===== src/rtl/rca_pkg.sv =====
// Shared definitions for the ripple-carry adder datapath: sequencer state
// encodings and the nibble width used by the serial adder.
package rca_pkg;

    localparam int NIBBLE_W = 4;

    typedef enum logic [1:0] {
        ST_IDLE = 2'd0,
        ST_RUN  = 2'd1,
        ST_DONE = 2'd2
    } state_t;

endpackage


===== src/rtl/fulladder_4bit.sv =====
// 4-bit ripple-carry adder built from a chain of single-bit full adders.
module fulladder_4bit (
    input  logic [3:0] a,
    input  logic [3:0] b,
    input  logic       cin,
    output logic [3:0] sum,
    output logic       cout
);

    logic [4:0] carry_chain;

    assign carry_chain[0] = cin;

    generate
        for (genvar gi = 0; gi < 4; gi++) begin : g_bit
            assign sum[gi]           = a[gi] ^ b[gi] ^ carry_chain[gi];
            assign carry_chain[gi+1] = (a[gi] & b[gi]) | (carry_chain[gi] & (a[gi] ^ b[gi]));
        end
    endgenerate

    assign cout = carry_chain[4];

endmodule


===== src/rtl/nibble_serial_adder_ctrl.sv =====
// Serial WIDTH-bit adder: one shared 4-bit adder processes one nibble per
// cycle, LSB first, with the carry held in a register between nibbles.
module nibble_serial_adder_ctrl
    import rca_pkg::*;
#(
    parameter int WIDTH = 16
) (
    input  logic             clk,
    input  logic             rst,
    input  logic             in_valid,
    output logic             in_ready,
    input  logic [WIDTH-1:0] a,
    input  logic [WIDTH-1:0] b,
    input  logic             cin,
    output logic             out_valid,
    input  logic             out_ready,
    output logic [WIDTH-1:0] sum,
    output logic             cout,
    output logic             busy
);

    localparam int NIBBLES = WIDTH / NIBBLE_W;
    localparam int CNT_W   = (NIBBLES > 1) ? $clog2(NIBBLES) : 1;
    localparam logic [CNT_W-1:0] CNT_LAST = CNT_W'(NIBBLES - 1);

    state_t             state_reg;
    logic [CNT_W-1:0]   cnt_reg;
    logic               carry_reg;
    logic [WIDTH-1:0]   a_reg;
    logic [WIDTH-1:0]   b_reg;
    logic [WIDTH-1:0]   sum_reg;
    logic               cout_reg;

    logic [NIBBLE_W-1:0] a_nib;
    logic [NIBBLE_W-1:0] b_nib;
    logic [NIBBLE_W-1:0] fa_sum;
    logic                fa_cout;

    // Nibble mux: select the operand slice addressed by the pass counter.
    always_comb begin
        a_nib = '0;
        b_nib = '0;
        for (int i = 0; i < NIBBLES; i++) begin
            if (cnt_reg == CNT_W'(i)) begin
                a_nib = a_reg[i*NIBBLE_W +: NIBBLE_W];
                b_nib = b_reg[i*NIBBLE_W +: NIBBLE_W];
            end
        end
    end

    fulladder_4bit u_fulladder_4bit (
        .a    (a_nib),
        .b    (b_nib),
        .cin  (carry_reg),
        .sum  (fa_sum),
        .cout (fa_cout)
    );

    always_ff @(posedge clk or posedge rst) begin
        if (rst) begin
            state_reg <= ST_IDLE;
            cnt_reg   <= '0;
            carry_reg <= 1'b0;
            a_reg     <= '0;
            b_reg     <= '0;
            sum_reg   <= '0;
            cout_reg  <= 1'b0;
        end else begin
            case (state_reg)
                ST_IDLE: begin
                    if (in_valid) begin
                        a_reg     <= a;
                        b_reg     <= b;
                        carry_reg <= cin;
                        cnt_reg   <= '0;
                        sum_reg   <= '0;
                        state_reg <= ST_RUN;
                    end
                end
                ST_RUN: begin
                    for (int i = 0; i < NIBBLES; i++) begin
                        if (cnt_reg == CNT_W'(i)) begin
                            sum_reg[i*NIBBLE_W +: NIBBLE_W] <= fa_sum;
                        end
                    end
                    carry_reg <= fa_cout;
                    // Counter parks on the last nibble; it is cleared on the next accept.
                    if (cnt_reg == CNT_LAST) begin
                        cout_reg  <= fa_cout;
                        state_reg <= ST_DONE;
                    end else begin
                        cnt_reg <= cnt_reg + CNT_W'(1);
                    end
                end
                ST_DONE: begin
                    if (out_ready) begin
                        state_reg <= ST_IDLE;
                    end
                end
                default: begin
                    state_reg <= ST_IDLE;
                end
            endcase
        end
    end

    assign in_ready  = (state_reg == ST_IDLE);
    assign out_valid = (state_reg == ST_DONE);
    assign busy      = (state_reg == ST_RUN) || (state_reg == ST_DONE);
    assign sum       = sum_reg;
    assign cout      = cout_reg;

endmodule

===== config.mk =====
export PLATFORM = sky130hd
export DESIGN_NAME = nibble_serial_adder_ctrl
export DESIGN_NICKNAME = d
export VERILOG_FILES = /design/src/rtl/rca_pkg.sv /design/src/rtl/fulladder_4bit.sv /design/src/rtl/nibble_serial_adder_ctrl.sv
export SDC_FILE = /design/constraint.sdc
export NUM_CORES = 1
export LEC_CHECK = 0
export ABC_AREA = 1
export CORE_ASPECT_RATIO = 1.25
export CORE_MARGIN = 2
export CORE_UTILIZATION = 55
export DETAILED_ROUTE_END_ITERATION = 7
export DONT_BUFFER_PORTS = 1
export GPL_TIMING_DRIVEN = 0
export MAX_ROUTING_LAYER = met4
export PLACE_DENSITY = 0.83
export SYNTH_ARGS = -nofsm -noshare
export SYNTH_HDL_FRONTEND = slang
export SYNTH_SLANG_ARGS = --single-unit

===== constraint.sdc =====
create_clock -name clk -period 3.1 [get_ports clk]
set_clock_uncertainty 0.1 [all_clocks]
set_input_delay 0.775 -clock clk [delete_from_list [all_inputs] [get_ports clk]]
set_output_delay 0.775 -clock clk [all_outputs]
set_load 0.02 [all_outputs]

Yosys cells after proc, flatten, opt, wreduce, memory -nomap -nowiden
Index checks and enable logic that the tools add are counted.

Register bits: 54. Latch bits: 0. Memory bits (writable): 0. Bits in read-only memories: 0. Bits of input ports: 37. Output and inout bits: 20. Word-level logic and storage cells: 79. Memories kept: 0.

Add/subtract/negate cells: 1. Multipliers: 0. Divide/modulo/power cells: 0. Magnitude comparators: 0. Eq/ne operators: 12. Shift-type cells: 0. Muxes and demuxes: 23. Bitwise operators: 20. Reduce and logical (&&, ||, !) cells: 13.

Operator list (number): 4-bit two-way mux (12); 16-bit one-hot mux with 2 select lines (1); 3-bit AND reduction (6); 16-bit two-way mux (1); 2-bit inequality test (second input constant) (6); 2-bit two-way mux (5); 1-bit bitwise AND (8); 1-bit bitwise XOR (8); 2-bit equality test (second input constant) (3); 2-bit one-hot mux with 3 select lines (1); 2-bit AND reduction (3); 2-bit by 1-bit equality test with 1-bit output (second input constant) (2); 2-bit zero test (2); 1-bit bitwise OR (4); 2-bit one-hot mux with 2 select lines (1); 2-bit by 1-bit adder with 2-bit output (second input constant) (1); 2-bit by 1-bit inequality test with 1-bit output (second input constant) (1); 1-bit one-hot mux with 2 select lines (1); 2-bit nonzero test (1); 1-bit logical OR (1); 1-bit two-way mux (1).

Longest topological paths before layout
Gate-level depths: netlist of the first run.

Word-level depth: 15. Mapped depth: 16. Mapped depth without buffers: 16.

Cells and area by module
From an unflattened synthesis of the first run, not the netlist that was laid out.

Cell total of the unflattened synthesis: 357. Area, all modules: 2776.4 µm².

By module, submodules not included: nibble_serial_adder_ctrl (times used 1, cells each 343, area each 2658.8 µm², seq. area each 1351.3 µm²); fulladder_4bit (times used 1, cells each 14, area each 117.6 µm², seq. area each 0.0 µm²).

Worst setup path after synthesis of the first run
No wires, ideal clock.

Path kind: flip-flop to flip-flop. From: register cnt_reg[0]. To: register sum_reg[11] (netlist: sum[11]). Library setup time: 76 ps. Arrival time: 2762 ps. Required time: 2924 ps. Path slack: 162 ps. Stages on the path, launching flop included: 16. Path buffers: 1. Clock period less this slack: 2938 ps. Cell sequence: dfrtp_1 -> inv_1 -> ha_1 -> buf_2 -> a21oi_1 -> nand2_1 -> nand2_1 -> nand2_1 -> fa_1 -> inv_1 -> fa_1 -> inv_1 -> fa_1 -> fa_1 -> nand2_1 -> o21ai_1.

Longest elaborated chain between the ends: 15. Elaborated cells on any way between the ends: 30. Those cells by class: 4 x eq/ne; 10 x mux; 14 x bitwise; 2 x reduce/logical.

Ends and longest elaborated chain: start, declared (RTL line nibble_serial_adder_ctrl.sv:27) `logic [CNT_W-1:0] cnt_reg;`; start signal, assigned (RTL line nibble_serial_adder_ctrl.sv:92) `cnt_reg <= cnt_reg + CNT_W'(1);`; 2-bit zero test (RTL line nibble_serial_adder_ctrl.sv:44) `if (cnt_reg == CNT_W'(i)) begin`; 4-bit two-way mux (4 in series) (RTL line nibble_serial_adder_ctrl.sv:44); 1-bit bitwise XOR (RTL line fulladder_4bit.sv:17) `assign carry_chain[gi+1] = (a[gi] & b[gi]) | (carry_chain[gi] & (a[gi] ^ b[gi]));`; 1-bit bitwise AND (RTL line fulladder_4bit.sv:17); 1-bit bitwise OR (RTL line fulladder_4bit.sv:17); 1-bit bitwise AND (RTL line fulladder_4bit.sv:17); 1-bit bitwise OR (RTL line fulladder_4bit.sv:17); 1-bit bitwise AND (RTL line fulladder_4bit.sv:17); 1-bit bitwise OR (RTL line fulladder_4bit.sv:17); 1-bit bitwise XOR (RTL line fulladder_4bit.sv:16) `assign sum[gi] = a[gi] ^ b[gi] ^ carry_chain[gi];`; 4-bit two-way mux (RTL line nibble_serial_adder_ctrl.sv:82) `if (cnt_reg == CNT_W'(i)) begin`; 16-bit one-hot mux with 2 select lines (RTL line nibble_serial_adder_ctrl.sv:69) `case (state_reg)`; end signal, assigned by index (RTL line nibble_serial_adder_ctrl.sv:83) `sum_reg[i*NIBBLE_W +: NIBBLE_W] <= fa_sum;`; end, declared (RTL line nibble_serial_adder_ctrl.sv:31) `logic [WIDTH-1:0] sum_reg;`.

Several ways; a longest one is shown, not always the timed one. The select of a mux whose other input is x is not followed. A chain may end at the register's enable or synchronous reset.

Worst setup path after layout of the first run
From: register cnt_reg[0]. To: register sum_reg[7] (netlist: sum[7]).

The elaborated chain is that of the path after synthesis.

==> qor.yml, run 1 <==
status: "completed"
crit_path_start_kind: "flip-flop"
period_needed_ns: 3.05
worst-r2r-setup-slack_ns: 0.05
max_freq_mhz: 328
placementRows: 28
drt_pass1_iterations: 4
io_pins: 57
crit_family: "adder cells"
synth_warnings: 0
path_buf_inv: 4
grt_pass1_vias: 2206
h-tree-depth: 2
worst_pin_slew_ns: 0.599
setup_violations: 0
clock_sinks: 54
gp_routability_congestion: 0.852
slew_violations: 0
clk_pin_slew_ns: 0.10
final_util_pct: 64.1
vias: 2092
leakagePower_uw: 0.00156
synthToLayoutAreaGrowth_pct: 11.6
rr_endpoint: "sum[7]"
end_kind: "flip-flop"
fin_crit_sh_pct: 98.3
die-area_mm2: 0.00552
critPathKind: "reg2reg"
cts_buffers: 5
ant_nets: 0
required_ns: 3.24
max_cap_viol_count: 0
synth_seq_area_share_pct: 49.7
p_per_area_mw_per_mm2: 1090
die_y_um: 82.6
crit_arrival_ns: 3.19
dieWidth_um: 66.9
overflow: 0
crit_path_cell_trace: "inv_4 > ha_4 > buf_6 > a21oi_2 > nand2_1 > nand2_1 > nand2_2 > fa_2 > inv_2 > fa_2 > inv_2 > fa_2 > fa_1 > nand2_2 > o21ai_1"
grt_max_degree: 29
cp_common_cell: "fa_2"
syn_nets: 370
numPortBuffers: 0
hpwlAfterDp_um: 4570
syn_area_mm2: 0.00272
slowest_stage: "fa_1"
synthCells: 322
antenna_found_initial: 0
layout_common_cells: "112 x nand2_1, 52 x dfrtp_1, 37 x nand3_1"
clk_path_buf_depth: 2
grt_usage_pct: 25.2
min_path_type: "in2async"
drtIter0Drc: 137
syn_area_per_cell_um2: 8.44
drive_gt1_share_pct: 19.1
rr_startpoint: "cnt_reg[0]"
rsz0062_at_grt: "yes"
start_util_pct: 57.4
clockRootBuffer: "clkbuf_8"
ys_ff_latch: 54
cts_tree: "done"
grt_pass1_wl_um: 10000
insertedDiodeCount: 0
coreArea_mm2: 0.00473
r2r_cells: 15
relSlewSlack_pct: 60.0
hold_viol_final: 0
clkLatencyLatePin_ns: 0.31
vdd_ir_drop_max_mv: 0.516
wl_um: 6000
viasPerCell: 5.30
setup_tns_ns: 0
mostFrequentLayoutCell: "nand2_1"
post_drt_wl_per_cell_um: 15.2
worst-path-max-fanout: 7
synth.distinct_cells: 21
fin_hold_ws_ns: 0.302
drc: 0
cpPeakStageDelay_ns: 0.52
nets: 382
holdBufCountCts: 0
-- where the power goes --
group	leakage, uW	switching (uW)	internal [uW]
Sequential	0.000674	243	992
Combinational	0.000833	1060	611
Clock	0.0000482	223	181
Total	0.00156	1530	1780
-- cell usage after synthesis --
cell type / n / share of area (%)
inv_1: 20 / 2.8
a21oi_1: 24 / 4.4
nand2_1: 114 / 16
buf_4: 5 / 1.4
buf_2: 6 / 1.1
fa_1: 4 / 2.9
nand2_8: 1 / 0.74
inv_2: 3 / 0.41
nor2_1: 15 / 2.1
buf_6: 3 / 1.2
or2_1: 1 / 0.23
nand3_1: 37 / 6.8
nand3_2: 1 / 0.37
a21boi_0: 1 / 0.28
nand2_4: 6 / 2.5
nand2_2: 4 / 0.92
dfrtp_1: 54 / 50
ha_1: 7 / 3.2
or2_2: 1 / 0.23
o211ai_1: 1 / 0.28
o21ai_1: 14 / 2.6
-- kinds of logic (layout without fill, tap and decap cells) --
logic type | Yosys count | in the layout | share of synthesized area (%)
AOI/OAI and AO/OA | 40 | 40 | 7.55
adders and majority gates | 11 | 11 | 6.17
buffers and inverters | 37 | 50 | 6.91
DFF | 54 | 54 | 49.7
and+or+nand+nor | 180 | 180 | 29.6
-- metrics by stage --
| stage | power (uW) | area (um2) | instances | setup slack (ns) |
|---|---|---|---|---|
| after floorplan | 2380 | 2720 | 322 | 0.162 |
| after global placement | 2690 | 2790 | 382 | -0.103 |
| after detailed placement | 2770 | 2810 | 383 | -0.156 |
| after CTS | 3310 | 3040 | 396 | 0.00705 |
| after global routing | 3610 | 3030 | 395 | -0.0550 |
| final | 3310 | 3030 | 395 | 0.0516 |
-- how the worst max path moves through the flow --
| stage | slack (ns) | depth (start not counted) | from | end |
|---|---|---|---|---|
| floorplan | 0.16 | 15 | cnt_reg[0] | sum[11] |
| CTS | 0.007 | 16 | cnt_reg[1] | sum[7] |
| global placement | -0.10 | 15 | cnt_reg[0] | sum[15] |
| finish | 0.05 | 15 | cnt_reg[0] | sum[7] |
| detailed placement | -0.16 | 15 | cnt_reg[0] | sum[15] |
| global route | -0.05 | 15 | cnt_reg[0] | sum[7] |
-- per-layer routing --
| metal | up-vias | global-route usage, % | share of wire, % |
|---|---|---|---|
| met5 | - | - | 0 |
| met4 | 0 | 9.39 | 2.5 |
| met3 | 13 | 3.52 | 4.8 |
| met2 | 68 | 44.8 | 51 |
| met1 | 961 | 28.9 | 42 |
| li1 | 1050 | - | - |
-- what timing repair did --
action	CTS	global route
buffers inserted	5	0
gates resized for setup	28	3
endpoints found under the setup margin	5	5
pin swaps	5	4
-- worst reg2reg max path, cell delays in order, from the launching register on --
cell,delay (ns)
dfrtp_2,0.47
inv_4,0.07
ha_4,0.17
buf_6,0.13
a21oi_2,0.09
nand2_1,0.07
nand2_1,0.07
nand2_2,0.07
fa_2,0.35
inv_2,0.06
fa_2,0.18
inv_2,0.04
fa_2,0.33
fa_1,0.52
nand2_2,0.11
o21ai_1,0.16
-- layout make-up --
class / instances / area [um2]
clock buffer: 7 / 86.3
clock inverter: 1 / 5.00
fill: 389 / 1700
multi-input combinational: 231 / 1260
inverter: 23 / 92.6
timing repair buffer: 6 / 57.6
tap: 60 / 75.1
buffer: 13 / 103
sequential: 54 / 1350
Note: power is estimated with default switching activity, not from simulation.
==> inputs of run 2 (changes only) <==
--- a/config.mk
+++ b/config.mk
@@ -9,11 +9,13 @@
 export CORE_ASPECT_RATIO = 1.25
 export CORE_MARGIN = 2
 export CORE_UTILIZATION = 55
+export CTS_CLUSTER_SIZE = 20
 export DETAILED_ROUTE_END_ITERATION = 7
 export DONT_BUFFER_PORTS = 1
 export GPL_TIMING_DRIVEN = 0
 export MAX_ROUTING_LAYER = met4
 export PLACE_DENSITY = 0.83
+export RECOVER_POWER = 100
 export SYNTH_ARGS = -nofsm -noshare
 export SYNTH_HDL_FRONTEND = slang
 export SYNTH_SLANG_ARGS = --single-unit
==> run 2 against run 1 <==
Effect of this change:
- hold slack improved by 0.082 ns
- clock-buffer cell count unchanged
- register-to-register slack about the same
- combinational power shrank 2%
- die area is the same
- global-route usage did not move
- wire length grew 0.37%
- fmax about the same
==> qor.yml, run 2 (same netlist as run 1, synthesis figures left out) <==
status: "completed"  # unchanged
required_ns: 3.24  # about the same
start_util_pct: 57.4  # unchanged
power_frac_comb_pct: 49.8  # was 50.5%
rsz0062_at_grt: "yes"  # unchanged
clockPowerShare_pct: 12.5  # was 12.2%
hp-start: "b_reg[12]"
nets: 382  # unchanged
ant_nets: 0  # unchanged
fillers: 397  # was 389
mostFrequentLayoutCell: "nand2_1"  # unchanged
clockRootBuffer: "clkbuf_8"  # unchanged
h-tree-depth: 2  # unchanged
r2r_cells: 15  # unchanged
slew_violations: 0  # unchanged
crit_path_start_kind: "flip-flop"  # unchanged
grt_pass1_vias: 2206  # unchanged
post_drt_wl_per_cell_um: 15.2  # about the same
wl_um: 6020  # was 6000 um
gp_routability_congestion: 0.852  # unchanged
vias: 2097  # was 2,092
critPathKind: "reg2reg"  # unchanged
insertedDiodeCount: 0  # unchanged
leakagePower_uw: 0.00153  # was 0.00156 uW
p_seq_share_pct: 37.8  # was 37.3%
grt_max_degree: 29  # unchanged
drc: 0  # unchanged
setup_violations: 0  # unchanged
hold_viol_final: 0  # unchanged
max_cap_viol_count: 0  # unchanged
p_per_area_mw_per_mm2: 1090  # about the same
fin_crit_sh_pct: 98.4  # was 98.3%
viasPerCell: 5.31  # was 5.30
cts_tree: "done"  # unchanged
coreArea_mm2: 0.00473  # unchanged
die-area_mm2: 0.00552  # unchanged
grt_usage_pct: 25.2  # unchanged
clock_sinks: 54  # unchanged
fin_ws_ns: 0.0492  # was 0.0516 ns
rr_endpoint: "sum[7]"  # unchanged
period_needed_ns: 3.05  # about the same
whs_path_depth: 2
multi_input_area_mm2: 0.00125  # was 0.00126 mm2
grt_pass1_wl_um: 10000  # unchanged
drtIter0Drc: 135  # was 137
dieWidth_um: 66.9  # unchanged
hpwlAfterDp_um: 4570  # unchanged
clk_path_buf_depth: 2  # unchanged
layout_common_cells: "112 x nand2_1, 52 x dfrtp_1, 38 x nand3_1"  # was 112 x nand2_1, 52 x dfrtp_1, 37 x nand3_1
end_kind: "flip-flop"  # unchanged
internal-power_uw: 1750  # was 1780 uW
placementRows: 28  # unchanged
relSlewSlack_pct: 4.98  # was 60.0%
worst-path-max-fanout: 7  # unchanged
crit_arrival_ns: 3.19  # about the same
holdBufCountCts: 0  # unchanged
min_path_type: "reg2reg"  # was in2async
switching_share_pct: 46.5  # was 46.1%
place_area_mm2: 0.00281  # unchanged
drive_gt1_share_pct: 16.7  # was 19.1%
worst_pin_slew_ns: 1.43  # was 0.599 ns
clkLatencyLatePin_ns: 0.31  # about the same
vdd_ir_drop_max_mv: 0.513  # was 0.516 mV
cts_buffers: 5  # unchanged
die_y_um: 82.6  # unchanged
antenna_found_initial: 0  # unchanged
register_area_mm2: 0.00135  # unchanged
drt_pass1_iterations: 4  # unchanged
max_freq_mhz: 328  # about the same
worst-r2r-setup-slack_ns: 0.05  # about the same
fin_area_mm2: 0.00298  # was 0.00303 mm2
numPortBuffers: 0  # unchanged
p_sw_uw: 1520  # was 1530 uW
clk_pin_slew_ns: 0.10  # about the same
io_pins: 57  # unchanged
rr_startpoint: "cnt_reg[0]"  # unchanged
overflow: 0  # unchanged
synthToLayoutAreaGrowth_pct: 9.81  # was 11.6%
post-place-ws_ns: -0.156  # unchanged
min_to: "b_reg[12]"
## run 2: worst max path at each step
stage	startpoint	end	slack, ns	depth (start not counted)
final	cnt_reg[0]	sum[7]	0.05	15
after global routing	cnt_reg[0]	sum[7]	-0.05	15
after CTS	cnt_reg[1]	sum[7]	0.007	16
after detailed placement	cnt_reg[0]	sum[15]	-0.16	15
after global placement	cnt_reg[0]	sum[15]	-0.10	15
after floorplan	cnt_reg[0]	sum[11]	0.16	15
## run 2: worst max-delay path, stage by stage (launching register included)
cell and delay (ns):
dfrtp_2 0.47, inv_4 0.07, ha_4 0.17, buf_6 0.13, a21oi_2 0.09, nand2_1 0.07
nand2_1 0.07, nand2_2 0.07, fa_2 0.35, inv_2 0.06, fa_2 0.18, inv_2 0.04
fa_2 0.33, fa_1 0.52, nand2_2 0.11, o21ai_1 0.16
## run 2: layer usage
metal | global-route usage, % | wire [um] | up-vias
li1 | - | - | 1048
met4 | 9.39 | 154 | 0
met1 | 28.9 | 2510 | 969
met5 | - | 0 | -
met2 | 44.8 | 3070 | 67
met3 | 3.52 | 281 | 13
## run 2: final cells by class
cell class                 instances  area share (%)
sequential                        54            45.4
clock inverter                     1           0.168
inverter                          23            3.10
clock buffer                       7            2.89
timing repair buffer               6            1.38
buffer                            13            2.56
tap                               60            2.52
multi-input combinational        231            42.0
## run 2: timing repair
| item | CTS | global route |
|---|---|---|
| resized for setup | 28 | 3 |
| hold endpoints to repair | 0 | 0 |
| pin swaps | 5 | 4 |
| endpoints found under the setup margin | 5 | 5 |
| buffers inserted | 5 | 0 |
## run 2: power groups by stage
| stage | Clock (uW) | Combinational (uW) | Sequential [uW] |
|---|---|---|---|
| 2_1_floorplan | 0 | 1200 | 1180 |
| 3_3_place_gp | 0 | 1470 | 1220 |
| 3_5_place_dp | 0 | 1540 | 1230 |
| 4_1_cts | 407 | 1670 | 1230 |
| 5_1_grt | 439 | 1850 | 1270 |
| 6_report | 407 | 1630 | 1230 |
## run 2: per-stage QoR
| stage | std cells | hold slack [ns] | power, uW | setup TNS (ns) | util [%] |
|---|---|---|---|---|---|
| floorplan | 322 | 0.334 | 2380 | 0 | - |
| global placement | 382 | 0.356 | 2690 | -0.409 | 59.0 |
| detailed placement | 383 | 0.364 | 2770 | -0.588 | 59.4 |
| CTS | 396 | 0.322 | 3310 | 0 | 64.2 |
| global route | 395 | 0.416 | 3560 | -0.163 | 63.1 |
| finish | 395 | 0.384 | 3270 | 0 | 63.1 |
==> inputs of run 3 (changes only) <==
--- a/config.mk
+++ b/config.mk
@@ -6,6 +6,7 @@
 export NUM_CORES = 1
 export LEC_CHECK = 0
 export ABC_AREA = 1
+export CAP_MARGIN = 5
 export CORE_ASPECT_RATIO = 1.25
 export CORE_MARGIN = 2
 export CORE_UTILIZATION = 55
@@ -14,8 +15,7 @@
 export DONT_BUFFER_PORTS = 1
 export GPL_TIMING_DRIVEN = 0
 export MAX_ROUTING_LAYER = met4
-export PLACE_DENSITY = 0.83
-export RECOVER_POWER = 100
+export PLACE_DENSITY = 0.8
 export SYNTH_ARGS = -nofsm -noshare
 export SYNTH_HDL_FRONTEND = slang
 export SYNTH_SLANG_ARGS = --single-unit
==> constraint.sdc (replaced) <==
create_clock -name clk -period 3.5 [get_ports clk]
set_clock_uncertainty 0.1 [all_clocks]
set_input_delay 0.875 -clock clk [delete_from_list [all_inputs] [get_ports clk]]
set_output_delay 0.875 -clock clk [all_outputs]
set_load 0.02 [all_outputs]
==> run 3 against run 2 <==
Effect of this change:
- sequential power shrank 12%
- core utilization shrank 1.9 points
- final cell count shrank 1.3%
- die area is the same
- clock power shrank 18%
- via count shrank 1.4%
- worst setup slack gained 0.18 ns
- power shrank 15%
- first-iteration DRC count shrank 27%
- non-clock buffer count shrank 4
- largest power group unchanged
==> qor.yml, run 3 (same netlist as run 1, synthesis figures left out) <==
leakagePower_uw: 0.00153  # about the same
required_ns: 3.64  # was 3.24 ns
clock_sinks: 54  # unchanged
fillers: 429  # was 397
insertedDiodeCount: 0  # unchanged
nets: 378  # was 382
die-area_mm2: 0.00552  # unchanged
max_freq_mhz: 306  # was 328 MHz
placementRows: 28  # unchanged
cts_buffers: 5  # unchanged
end_kind: "flip-flop"  # unchanged
grt_pass1_vias: 2068  # was 2,206
overflow: 0  # unchanged
postCtsSetupBuffers: 0  # was 5
dieWidth_um: 66.9  # unchanged
grt_max_degree: 29  # unchanged
clk_pin_slew_ns: 0.10  # about the same
status: "completed"  # unchanged
clockRootBuffer: "clkbuf_8"  # unchanged
grt_usage_pct: 23.9  # was 25.2%
rsz0062_at_grt: "no"  # was yes
die_y_um: 82.6  # unchanged
antenna_found_initial: 0  # unchanged
period_needed_ns: 3.27  # was 3.05 ns
gp_routability_congestion: 0.884  # was 0.852
h-tree-depth: 2  # unchanged
fin_hold_ws_ns: 0.384  # about the same
hpwlAfterDp_um: 4390  # was 4570 um
fin_area_mm2: 0.00289  # was 0.00298 mm2
crit_path_start: "cnt_reg[0]"  # unchanged
fin_crit_sh_pct: 93.5  # was 98.4%
drc: 0  # unchanged
met2_usage_pct: 39.8  # was 44.8%
min_path_type: "reg2reg"  # unchanged
wl_um: 5670  # was 6020 um
crit_path_start_kind: "flip-flop"  # unchanged
clk_path_buf_depth: 2  # unchanged
cts_tree: "done"  # unchanged
grt_pass1_wl_um: 9580  # was 10,000 um
setup_violations: 0  # unchanged
vias: 2068  # was 2,097
setup_tns_ns: 0  # unchanged
vdd_ir_drop_max_mv: 0.414  # was 0.513 mV
post_drt_wl_per_cell_um: 14.5  # was 15.2 um
coreArea_mm2: 0.00473  # unchanged
drtIter0Drc: 98  # was 135
dp_cells: 383  # unchanged
viasPerCell: 5.30  # was 5.31
busiest_layer: "met2"  # unchanged
place_area_mm2: 0.00281  # unchanged
grtUsageMet3_pct: 4.34  # was 3.52%
p_per_area_mw_per_mm2: 954  # was 1090 mW/mm2
start_util_pct: 57.4  # unchanged
met1_usage_pct: 28.4  # was 28.9%
layout_common_cells: "113 x nand2_1, 54 x dfrtp_1, 37 x nand3_1"  # was 112 x nand2_1, 52 x dfrtp_1, 38 x nand3_1
max_cap_viol_count: 0  # unchanged
drt_pass1_iterations: 4  # unchanged
drive_gt1_share_pct: 11.8  # was 16.7%
synthToLayoutAreaGrowth_pct: 6.54  # was 9.81%
io_pins: 57  # unchanged
numPortBuffers: 0  # unchanged
critPathKind: "reg2reg"  # unchanged
worst_pin_slew_ns: 0.562  # was 1.43 ns
clkLatencyLatePin_ns: 0.31  # about the same
ctsResizeCount: 0  # was 28
stdcell_count: 390  # was 395
slew_violations: 0  # unchanged
relSlewSlack_pct: 62.5  # was 4.98%
worst-path-max-fanout: 10  # was 7
crit_arrival_ns: 3.41  # was 3.19 ns
hold_viol_final: 0  # unchanged
hp-start: "a_reg[14]"  # was b_reg[12]
mostFrequentLayoutCell: "nand2_1"  # unchanged
rr_startpoint: "cnt_reg[0]"  # unchanged
holdBufCountCts: 0  # unchanged
ant_nets: 0  # unchanged
-- run 3: changes by cell type in the layout (fill, tap and decap cells not counted), sizes merged --
cell / delta
inv: +1
buf: +2
clkbuf: -7
clkinv: -1
-- run 3: final timing paths --
| kind | cells past startpoint | slack, ns | to |
|---|---|---|---|
| worst min-delay path | 2 | 0.38 | a_reg[14] |
| max in group asynchronous | 2 | 2.36 | sum[15] |
| worst min register to register | 2 | 0.38 | a_reg[14] |
| min in group asynchronous | 1 | 0.39 | a_reg[8] |
| worst max-delay path | 15 | 0.23 | sum[7] |
| worst max register to register | 15 | 0.23 | sum[7] |
-- run 3: through the flow --
step / total power, uW / utilization [%] / worst slack (ns)
2_1_floorplan: 2110 / - / 0.562
3_3_place_gp: 2390 / 59.0 / 0.287
3_5_place_dp: 2430 / 59.4 / 0.228
4_1_cts: 2760 / 61.1 / 0.186
5_1_grt: 3030 / 61.2 / 0.0285
6_report: 2760 / 61.2 / 0.229
-- run 3: area by class of cell --
class / instances / area [um2] / share of cell area [%]
sequential: 54 / 1350 / 46.7
multi-input combinational: 231 / 1180 / 40.8
buffer: 14 / 101 / 3.50
inverter: 23 / 86.3 / 2.98
tap: 60 / 75.1 / 2.59
clock buffer: 6 / 72.6 / 2.51
timing repair buffer: 1 / 20.0 / 0.692
clock inverter: 1 / 7.51 / 0.259
-- run 3: critical path, stage by stage, from the launching register on --
cell and delay [ns]:
dfrtp_1 0.42, inv_1 0.09, ha_1 0.23, buf_2 0.20, a21oi_1 0.14, nand2_1 0.07
nand2_1 0.05, nand2_1 0.08, fa_1 0.39, inv_1 0.07, fa_1 0.15, inv_1 0.05
fa_1 0.37, fa_1 0.53, nand2_2 0.10, o21ai_1 0.15
-- run 3: routing by layer --
metal	part of all wire (%)	routed length (um)
met4	2.0	115
met2	50	2820
met5	0	0
met3	5.3	300
met1	43	2440
-- run 3: power by group --
part           leakage [uW]  internal [uW]  total, uW  switching, uW
logic              0.000813            472       1350            881
registers          0.000677            877       1080            198
clock network     0.0000373            138        332            194
